[config.mk]
export PLATFORM = sky130hd
export DESIGN_NAME = bitblade_pass_ctrl
export DESIGN_NICKNAME = d
export VERILOG_FILES = /design/src/rtl/bitblade_pass_ctrl.sv
export SDC_FILE = /design/constraint.sdc
export NUM_CORES = 1
export LEC_CHECK = 0
export BUFFER_PORTS_ARGS = -buffer_cell sky130_fd_sc_hd__buf_2
export CAP_MARGIN = 20
export CORE_MARGIN = 3
export CORE_UTILIZATION = 35
export CTS_CLUSTER_SIZE = 10
export DETAILED_ROUTE_END_ITERATION = 7
export PLACE_DENSITY = 0.57
export SETUP_SLACK_MARGIN = 0.1
export SYNTH_ARGS = -nofsm -noshare
export SYNTH_HDL_FRONTEND = slang
export SYNTH_SLANG_ARGS = --single-unit
[constraint.sdc]
create_clock -name clk -period 6 [get_ports clk]
set_input_delay 0.6 -clock clk [delete_from_list [all_inputs] [get_ports clk]]
set_output_delay 0.6 -clock clk [all_outputs]
set_load 0.03 [all_outputs]
[src/rtl/bitblade_pass_ctrl.sv]
// bitblade_pass_ctrl: sequences one dot product into 2-bit chunk-pair
// passes (or one XNOR pass) for the BitBlade PE array.
// Ports:
//   clk, rst (sync, active high)
//   start, cfg_* : job request and config, latched when accepted
//   elem_valid / elem_req : operand fetch handshake
//   pe_bin, pe_sign_i, pe_sign_w, i_sel, w_sel, shift_amt : PE controls
//   acc_clr, acc_en, acc_last : accumulator strobes
//   result_valid / result_ready : result handshake, busy : job active
module bitblade_pass_ctrl #(
  parameter int LEN_W = 16,
  parameter int SH_W  = 4
) (
  input  logic             clk,
  input  logic             rst,
  input  logic             start,
  input  logic [1:0]       cfg_iprec,
  input  logic [1:0]       cfg_wprec,
  input  logic             cfg_isigned,
  input  logic             cfg_wsigned,
  input  logic [LEN_W-1:0] cfg_len,
  input  logic             elem_valid,
  input  logic             result_ready,
  output logic             busy,
  output logic             elem_req,
  output logic             pe_bin,
  output logic             pe_sign_i,
  output logic             pe_sign_w,
  output logic [1:0]       i_sel,
  output logic [1:0]       w_sel,
  output logic [SH_W-1:0]  shift_amt,
  output logic             acc_clr,
  output logic             acc_en,
  output logic             acc_last,
  output logic             result_valid
);

  typedef enum logic [1:0] {
    S_IDLE,
    S_CLR,
    S_RUN,
    S_DONE
  } state_e;

  state_e           state_q, state_d;
  logic             bin_q, bin_d;
  logic             isg_q, isg_d;
  logic             wsg_q, wsg_d;
  logic [1:0]       ni_m1_q, ni_m1_d;
  logic [1:0]       nw_m1_q, nw_m1_d;
  logic [LEN_W-1:0] len_q, len_d;
  logic [LEN_W-1:0] cnt_q, cnt_d;
  logic [1:0]       i_q, i_d;
  logic [1:0]       w_q, w_d;
  logic             busy_q, busy_d;
  logic             pe_bin_q, pe_bin_d;
  logic             si_q, si_d;
  logic             sw_q, sw_d;
  logic [SH_W-1:0]  sh_q, sh_d;
  logic             clr_q, clr_d;
  logic             rv_q, rv_d;

  logic             run;
  logic             elem_last;
  logic             last_i;
  logic             last_w;
  logic             job_last;
  logic             active;
  logic             chunked;

  // Index of the most significant 2-bit chunk for a precision code.
  function automatic logic [1:0] top_chunk(input logic [1:0] prec);
    logic [1:0] r;
    case (prec)
      2'b10:   r = 2'd1;
      2'b11:   r = 2'd3;
      default: r = 2'd0;
    endcase
    return r;
  endfunction

  assign run       = (state_q == S_RUN);
  assign elem_last = (cnt_q == len_q - LEN_W'(1));
  assign last_i    = (i_q == ni_m1_q);
  assign last_w    = (w_q == nw_m1_q);
  assign job_last  = elem_last & last_i & last_w;

  // Enables follow elem_valid directly so the consume strobe and the
  // registered chunk controls land in the same cycle.
  assign elem_req  = run & elem_valid;
  assign acc_en    = run & elem_valid;
  assign acc_last  = run & elem_valid & job_last;

  assign busy         = busy_q;
  assign pe_bin       = pe_bin_q;
  assign pe_sign_i    = si_q;
  assign pe_sign_w    = sw_q;
  assign i_sel        = i_q;
  assign w_sel        = w_q;
  assign shift_amt    = sh_q;
  assign acc_clr      = clr_q;
  assign result_valid = rv_q;

  always_comb begin
    state_d = state_q;
    bin_d   = bin_q;
    isg_d   = isg_q;
    wsg_d   = wsg_q;
    ni_m1_d = ni_m1_q;
    nw_m1_d = nw_m1_q;
    len_d   = len_q;
    cnt_d   = cnt_q;
    i_d     = i_q;
    w_d     = w_q;
    unique case (state_q)
      S_IDLE: begin
        if (start) begin
          state_d = S_CLR;
          bin_d   = (cfg_iprec == 2'b00);
          isg_d   = cfg_isigned;
          wsg_d   = cfg_wsigned;
          ni_m1_d = top_chunk(cfg_iprec);
          // Binary mode is a single pass regardless of weight width.
          nw_m1_d = (cfg_iprec == 2'b00) ? 2'd0 : top_chunk(cfg_wprec);
          len_d   = cfg_len;
          cnt_d   = '0;
          i_d     = 2'd0;
          w_d     = 2'd0;
        end
      end
      S_CLR: begin
        state_d = (len_q == '0) ? S_DONE : S_RUN;
      end
      S_RUN: begin
        if (elem_valid) begin
          if (elem_last) begin
            cnt_d = '0;
            if (last_i) begin
              i_d = 2'd0;
              if (last_w) begin
                w_d     = 2'd0;
                state_d = S_DONE;
              end else begin
                w_d = w_q + 2'd1;
              end
            end else begin
              i_d = i_q + 2'd1;
            end
          end else begin
            cnt_d = cnt_q + LEN_W'(1);
          end
        end
      end
      S_DONE: begin
        if (result_ready) begin
          state_d = S_IDLE;
        end
      end
      default: state_d = S_IDLE;
    endcase

    active   = (state_d != S_IDLE);
    chunked  = active & ~bin_d;
    busy_d   = active;
    clr_d    = (state_d == S_CLR);
    rv_d     = (state_d == S_DONE);
    pe_bin_d = active & bin_d;
    si_d     = chunked & isg_d & (i_d == ni_m1_d);
    sw_d     = chunked & wsg_d & (w_d == nw_m1_d);
    sh_d     = chunked ? SH_W'({i_d, 1'b0}) + SH_W'({w_d, 1'b0})
                       : '0;
  end

  always_ff @(posedge clk) begin
    if (rst) begin
      state_q  <= S_IDLE;
      bin_q    <= 1'b0;
      isg_q    <= 1'b0;
      wsg_q    <= 1'b0;
      ni_m1_q  <= 2'd0;
      nw_m1_q  <= 2'd0;
      len_q    <= '0;
      cnt_q    <= '0;
      i_q      <= 2'd0;
      w_q      <= 2'd0;
      busy_q   <= 1'b0;
      pe_bin_q <= 1'b0;
      si_q     <= 1'b0;
      sw_q     <= 1'b0;
      sh_q     <= '0;
      clr_q    <= 1'b0;
      rv_q     <= 1'b0;
    end else begin
      state_q  <= state_d;
      bin_q    <= bin_d;
      isg_q    <= isg_d;
      wsg_q    <= wsg_d;
      ni_m1_q  <= ni_m1_d;
      nw_m1_q  <= nw_m1_d;
      len_q    <= len_d;
      cnt_q    <= cnt_d;
      i_q      <= i_d;
      w_q      <= w_d;
      busy_q   <= busy_d;
      pe_bin_q <= pe_bin_d;
      si_q     <= si_d;
      sw_q     <= sw_d;
      sh_q     <= sh_d;
      clr_q    <= clr_d;
      rv_q     <= rv_d;
    end
  end

endmodule
# After elaboration in Yosys (flattened, before gate mapping)
# Cells that the tools add are included.
[totals] ff_bits=55 output_inout_bits=17 wordCells=94 inputBits=27
[classes] add_sub_neg=5 muxes=36 reduce_logical=8 eq_ne=16 bitwise=12
[op_table] op="2-to-1 mux 16 bit" n=3
[op_table] op="2-to-1 mux 2 bit" n=20
[op_table] op="one-hot mux 16 bit (2 select lines)" n=1
[op_table] op="adder 16 x 1 -> 16 bit (second input constant)" n=1
[op_table] op="equality test 16 bit" n=1
[op_table] op="zero test 16 bit" n=1
[op_table] op="one-hot mux 2 bit (2 select lines)" n=4
[op_table] op="subtractor 16 x 1 -> 16 bit (second input constant)" n=1
[op_table] op="equality test 2 bit (second input constant)" n=7
[op_table] op="bitwise AND 1 bit" n=10
[op_table] op="equality test 2 bit" n=4
[op_table] op="one-hot mux 2 bit (4 select lines)" n=1
[op_table] op="2-to-1 mux 1 bit" n=7
[op_table] op="adder 2 x 1 -> 2 bit (second input constant)" n=2
[op_table] op="adder 3 x 3 -> 4 bit" n=1
[op_table] op="equality test 2 x 1 -> 1 bit (second input constant)" n=2
[op_table] op="zero test 2 bit" n=2
[op_table] op="!= test 2 bit (second input constant)" n=2
[op_table] op="nonzero test 2 bit" n=2
[op_table] op="AND reduction 3 bit" n=1
[op_table] op="NOT 1 bit" n=2
[op_table] op="AND reduction 2 bit" n=1
[op_table] op="OR reduction 2 bit" n=1

# Depth between registers and ports, before layout
[logic_depth] depth_word=10 depth_mapped=14 depth_no_buf=13

# Least setup slack after synthesis
# OpenSTA, ideal clock, no wires.
[synth_path] path_kind="register to register" start="reg len_q[0]" end="reg sh_q[1] (netlist: shift_amt[1])" arrival_time_ns=3.636 stages_incl_launch_ff=12 required_ns=5.940 slack_ns=2.304 period_less_slack_ns=3.696 n_path_buf=0 setup_time_ns=0.060 cell_sequence="dfxtp_1 -> inv_1 -> ha_1 -> or3_1 -> o311ai_0 -> o311ai_0 -> a311oi_1 -> o2111a_1 -> nor4b_1 -> o21bai_1 -> o21ai_2 -> and3_1"
[synth_via] elab_chain_len=9 word_cells_on_any_way=18 cone_classes="add/sub: 2; eq/ne: 1; mux: 10; bitwise: 2; reduce/logical: 3"
[synth_lines] item="start, declared" line="51" text="logic [LEN_W-1:0] len_q, len_d;"
[synth_lines] item="start signal, assigned" line="200" text="len_q <= len_d;"
[synth_lines] item="subtractor 16 x 1 -> 16 bit" line="83" text="assign elem_last = (cnt_q == len_q - LEN_W'(1));"
[synth_lines] item="equality test 16 bit" line="83"
[synth_lines] item="2-to-1 mux 2 bit" line="136" text="if (elem_last) begin"
[synth_lines] item="2-to-1 mux 2 bit" line="135" text="if (elem_valid) begin"
[synth_lines] item="one-hot mux 2 bit (4 select lines)" line="115" text="unique case (state_q)"
[synth_lines] item="nonzero test 2 bit" line="162" text="active = (state_d != S_IDLE);"
[synth_lines] item="bitwise AND 1 bit" line="163" text="chunked = active & ~bin_d;"
[synth_lines] item="NOT 1 bit (no line)"
[synth_lines] item="OR reduction 2 bit (no line)"
[synth_lines] item="end signal, assigned" line="190" text="sh_q <= '0;"
[synth_lines] item="end signal, assigned" line="208" text="sh_q <= sh_d;"
[synth_lines] item="end, declared" line="59" text="logic [SH_W-1:0] sh_q, sh_d;"
# Several ways; a longest one is shown, not always the timed one.
# A chain may end at the register's enable or synchronous reset.

# Worst setup path in the final report
[layout_path] start="reg len_q[0]" end="out acc_last"
[layout_via] elab_chain_len=5
[layout_lines] item="subtractor 16 x 1 -> 16 bit" line="83"
[layout_lines] item="equality test 16 bit" line="83"
[layout_lines] item="bitwise AND 1 bit (2 in a row)" line="86" text="assign job_last = elem_last & last_i & last_w;"
[layout_lines] item="bitwise AND 1 bit" line="92" text="assign acc_last = run & elem_valid & job_last;"
[layout_lines] item="end, declared" line="34" text="output logic acc_last,"
# No other way between the ends.

==> flow_summary.toml <==
[outcome]
outcome = "complete, no violations"

[layout]
final_common_cell = "nand2_1"
syn_to_final_growth_pct = 10.6
drive_above_1_share_pct = 15.8
fin_area_um2 = 3500
layout_common_cells = "nand2_1, dfxtp_1, a21oi_1, buf_2, nor2_1"
diodes = 0
finalNonFillerCells = 539
finalNetCount = 461

[routing]
drt_iter0_markers = 136
wire_per_inst_um = 14.7
num_vias = 2885
drc = 0
dr.pass1.iters = 5
ant_nets = 0
vias_per_cell = 5.35
routed_wl_um = 7910

[pwr]
total_power_uw = 806
clkPwrFrac_pct = 28.3
ir_drop_mv = 0.118
swShare_pct = 33.9
internal_power_uw = 533
combPwrFrac_pct = 22.2
netSwitchingPower_uw = 273
seq_power_share_pct = 49.5
leakage_uw = 0.00147
p_per_area_nw_per_um2 = 231

[clock_tree]
clkSlewWorstSetupHoldPaths_ns = 0.11
numCtsBuffers = 5
clkLatencyLatePin_ns = 0.32
cts_sinks = 54
cts_resized = 0
postCtsSetupRepairBufs = 0
cts_tree = "yes"
ctsRootBufferMaster = "clkbuf_8"
h-tree-depth = 2
clockBufferDepth = 2
cts_hold_buf = 0

[worst_setup_path]
reg2reg_depth = 13
cp-end-kind = "output pin"
cp-start-kind = "flop"
critical_path_arrival_ns = 3.26
cp_max_fo = 8
path_class = "flop to output pin"
worst_ep_required_time_ns = 5.40

[sta]
worst_pin_slew_ns = 1.01
setup_violations = 0
fin_ws_ns = 2.14
fmax_ghz = 0.259
relSlewSlack_pct = 32.1
hold_viol = 0
setup_tns_ns = 0
fin_crit_ns = 3.86
skew_ns = 0.00566
finalMaxSlewViolations = 0
grt_setup_unrepaired = "no"
min_period_over_period_pct = 64.4

[placement]
hpwl_um = 5730
place_congestion = 0.860
io_buffers = 42
placed_area_um2 = 3400
pre_cts_ws_ns = 2.38
dp.cells = 531

[global_routing]
globalRouteOverflowTotal = 0
grt_max_degree = 47
grt.total_usage_pct = 16.0
grt_pass1_wl_um = 13400
grt_antenna_before_repair = 0
grt_pass1_vias = 2758

[run]
cap_violations = 0

[synthesis]
synth_area_um2 = 3160
netlist_instances = 406
async_reset_ff_share_pct = 0
ys_warn_count = 0
synth_xor_area_share_pct = 6.81
yosys.area_share.simple_pct = 32.3
ys.flop_type = "dfxtp_1"
synth_cell_types = 62
synth-compound-area-share_pct = 18.1
synthMuxAreaShare_pct = 1.70
synth_edf_count = 0
synth_top_family_by_area = "simple AND/OR/NAND/NOR gates"
synthAdderAreaFrac_pct = 1.82
syn_nets = 437
synth-seq-cells = 54
seq_area_frac_synth_pct = 34.2
syn_area_per_cell_um2 = 7.78

[die]
fp-row-count = 34
die-area_um2 = 10200
core_um2 = 8760
die-width_um = 101
start_util_pct = 36.1
die_h_um = 101
ios = 44

[min_path]
whs_path_depth = 2
hold_path.class = "flop to flop"
## metal layers
metal | track usage [%] | wire, um
met1 | 21.9 | 3820
met2 | 26.7 | 3780
met3 | 2.84 | 269
met4 | 3.07 | 36
met5 | 0 | 0
## power groups by stage
stage          sequential, uW  combinational, uW  clock, uW
2_1_floorplan             401                140          0
3_3_place_gp              406                178          0
3_5_place_dp              407                180          0
4_1_cts                   399                180        238
5_1_grt                   402                200        250
6_report                  399                179        228
## state kept, by name (all words and copies together) (netlist names)
| name | cells |
|---|---|
| result_valid | 1 |
| wsg_q | 1 |
| isg_q | 1 |
| pe_bin | 1 |
| bin_q | 1 |
| ni_m1_q | 2 |
| state_q | 2 |
| nw_m1_q | 2 |
| i_sel | 2 |
| w_sel | 2 |
| len_q | 16 |
| pe_sign_i | 1 |
| busy | 1 |
| pe_sign_w | 1 |
| acc_clr | 1 |
| shift_amt | 3 |
| cnt_q | 16 |
## cell families (layout without fill, tap and decap cells)
family | after synthesis | in the layout
other cells | 1 | 1
mux | 5 | 5
fa+ha+maj | 4 | 4
buf+inv | 36 | 61
simple gates | 190 | 190
flops | 54 | 54
compound gates | 93 | 93
xor+xnor | 23 | 23
## path summary, 6_finish.rpt
kind                            startpoint      endpoint  slack [ns]
worst max register to register    len_q[0]  shift_amt[2]        2.31
worst min register to register       isg_q         isg_q        0.47
worst min-delay path                 isg_q         isg_q        0.47
worst max-delay path              len_q[0]      acc_last        2.14
## worst max-delay path: stages, from the launching register on
cell      delay [ns]
dfxtp_1         0.45
inv_1           0.07
ha_1            0.29
or3_1           0.36
o311ai_0        0.27
o311ai_0        0.25
a311oi_1        0.33
o2111a_1        0.22
nor4b_1         0.41
buf_2           0.29
## per-stage QoR
step	util [%]	hold WS, ns
after floorplan	-	0.440
after global placement	38.8	0.457
after detailed placement	38.8	0.458
after CTS	39.9	0.477
after global routing	39.9	0.494
final	39.9	0.475
## layout make-up
type	instances	area (um^2)
Timing Repair Buffer	44	225
Tap cell	108	135
Clock inverter	3	28.8
Inverter	9	33.8
Fill cell	939	5270
Clock buffer	5	68.8
Multi-Input combinational cell	316	1920
Sequential cell	54	1080
## cells in the mapped netlist (4+ instances only)
cell	number	share of area [%]
nand3_1	11	1.7
nor3_1	12	1.9
nor3b_1	5	1.2
nand4b_1	11	3.0
o21ai_0	21	3.3
dfxtp_1	54	34
inv_1	9	1.1
o211ai_1	4	0.95
a21oi_1	42	6.7
clkbuf_1	18	2.1
nor2b_1	5	0.99
xnor2_1	8	2.2
xor2_1	14	3.9
nor2_1	38	4.5
and3_1	15	3.0
nand2_1	60	7.1
or3_1	4	0.79
Power figures use the tool's default switching activity.
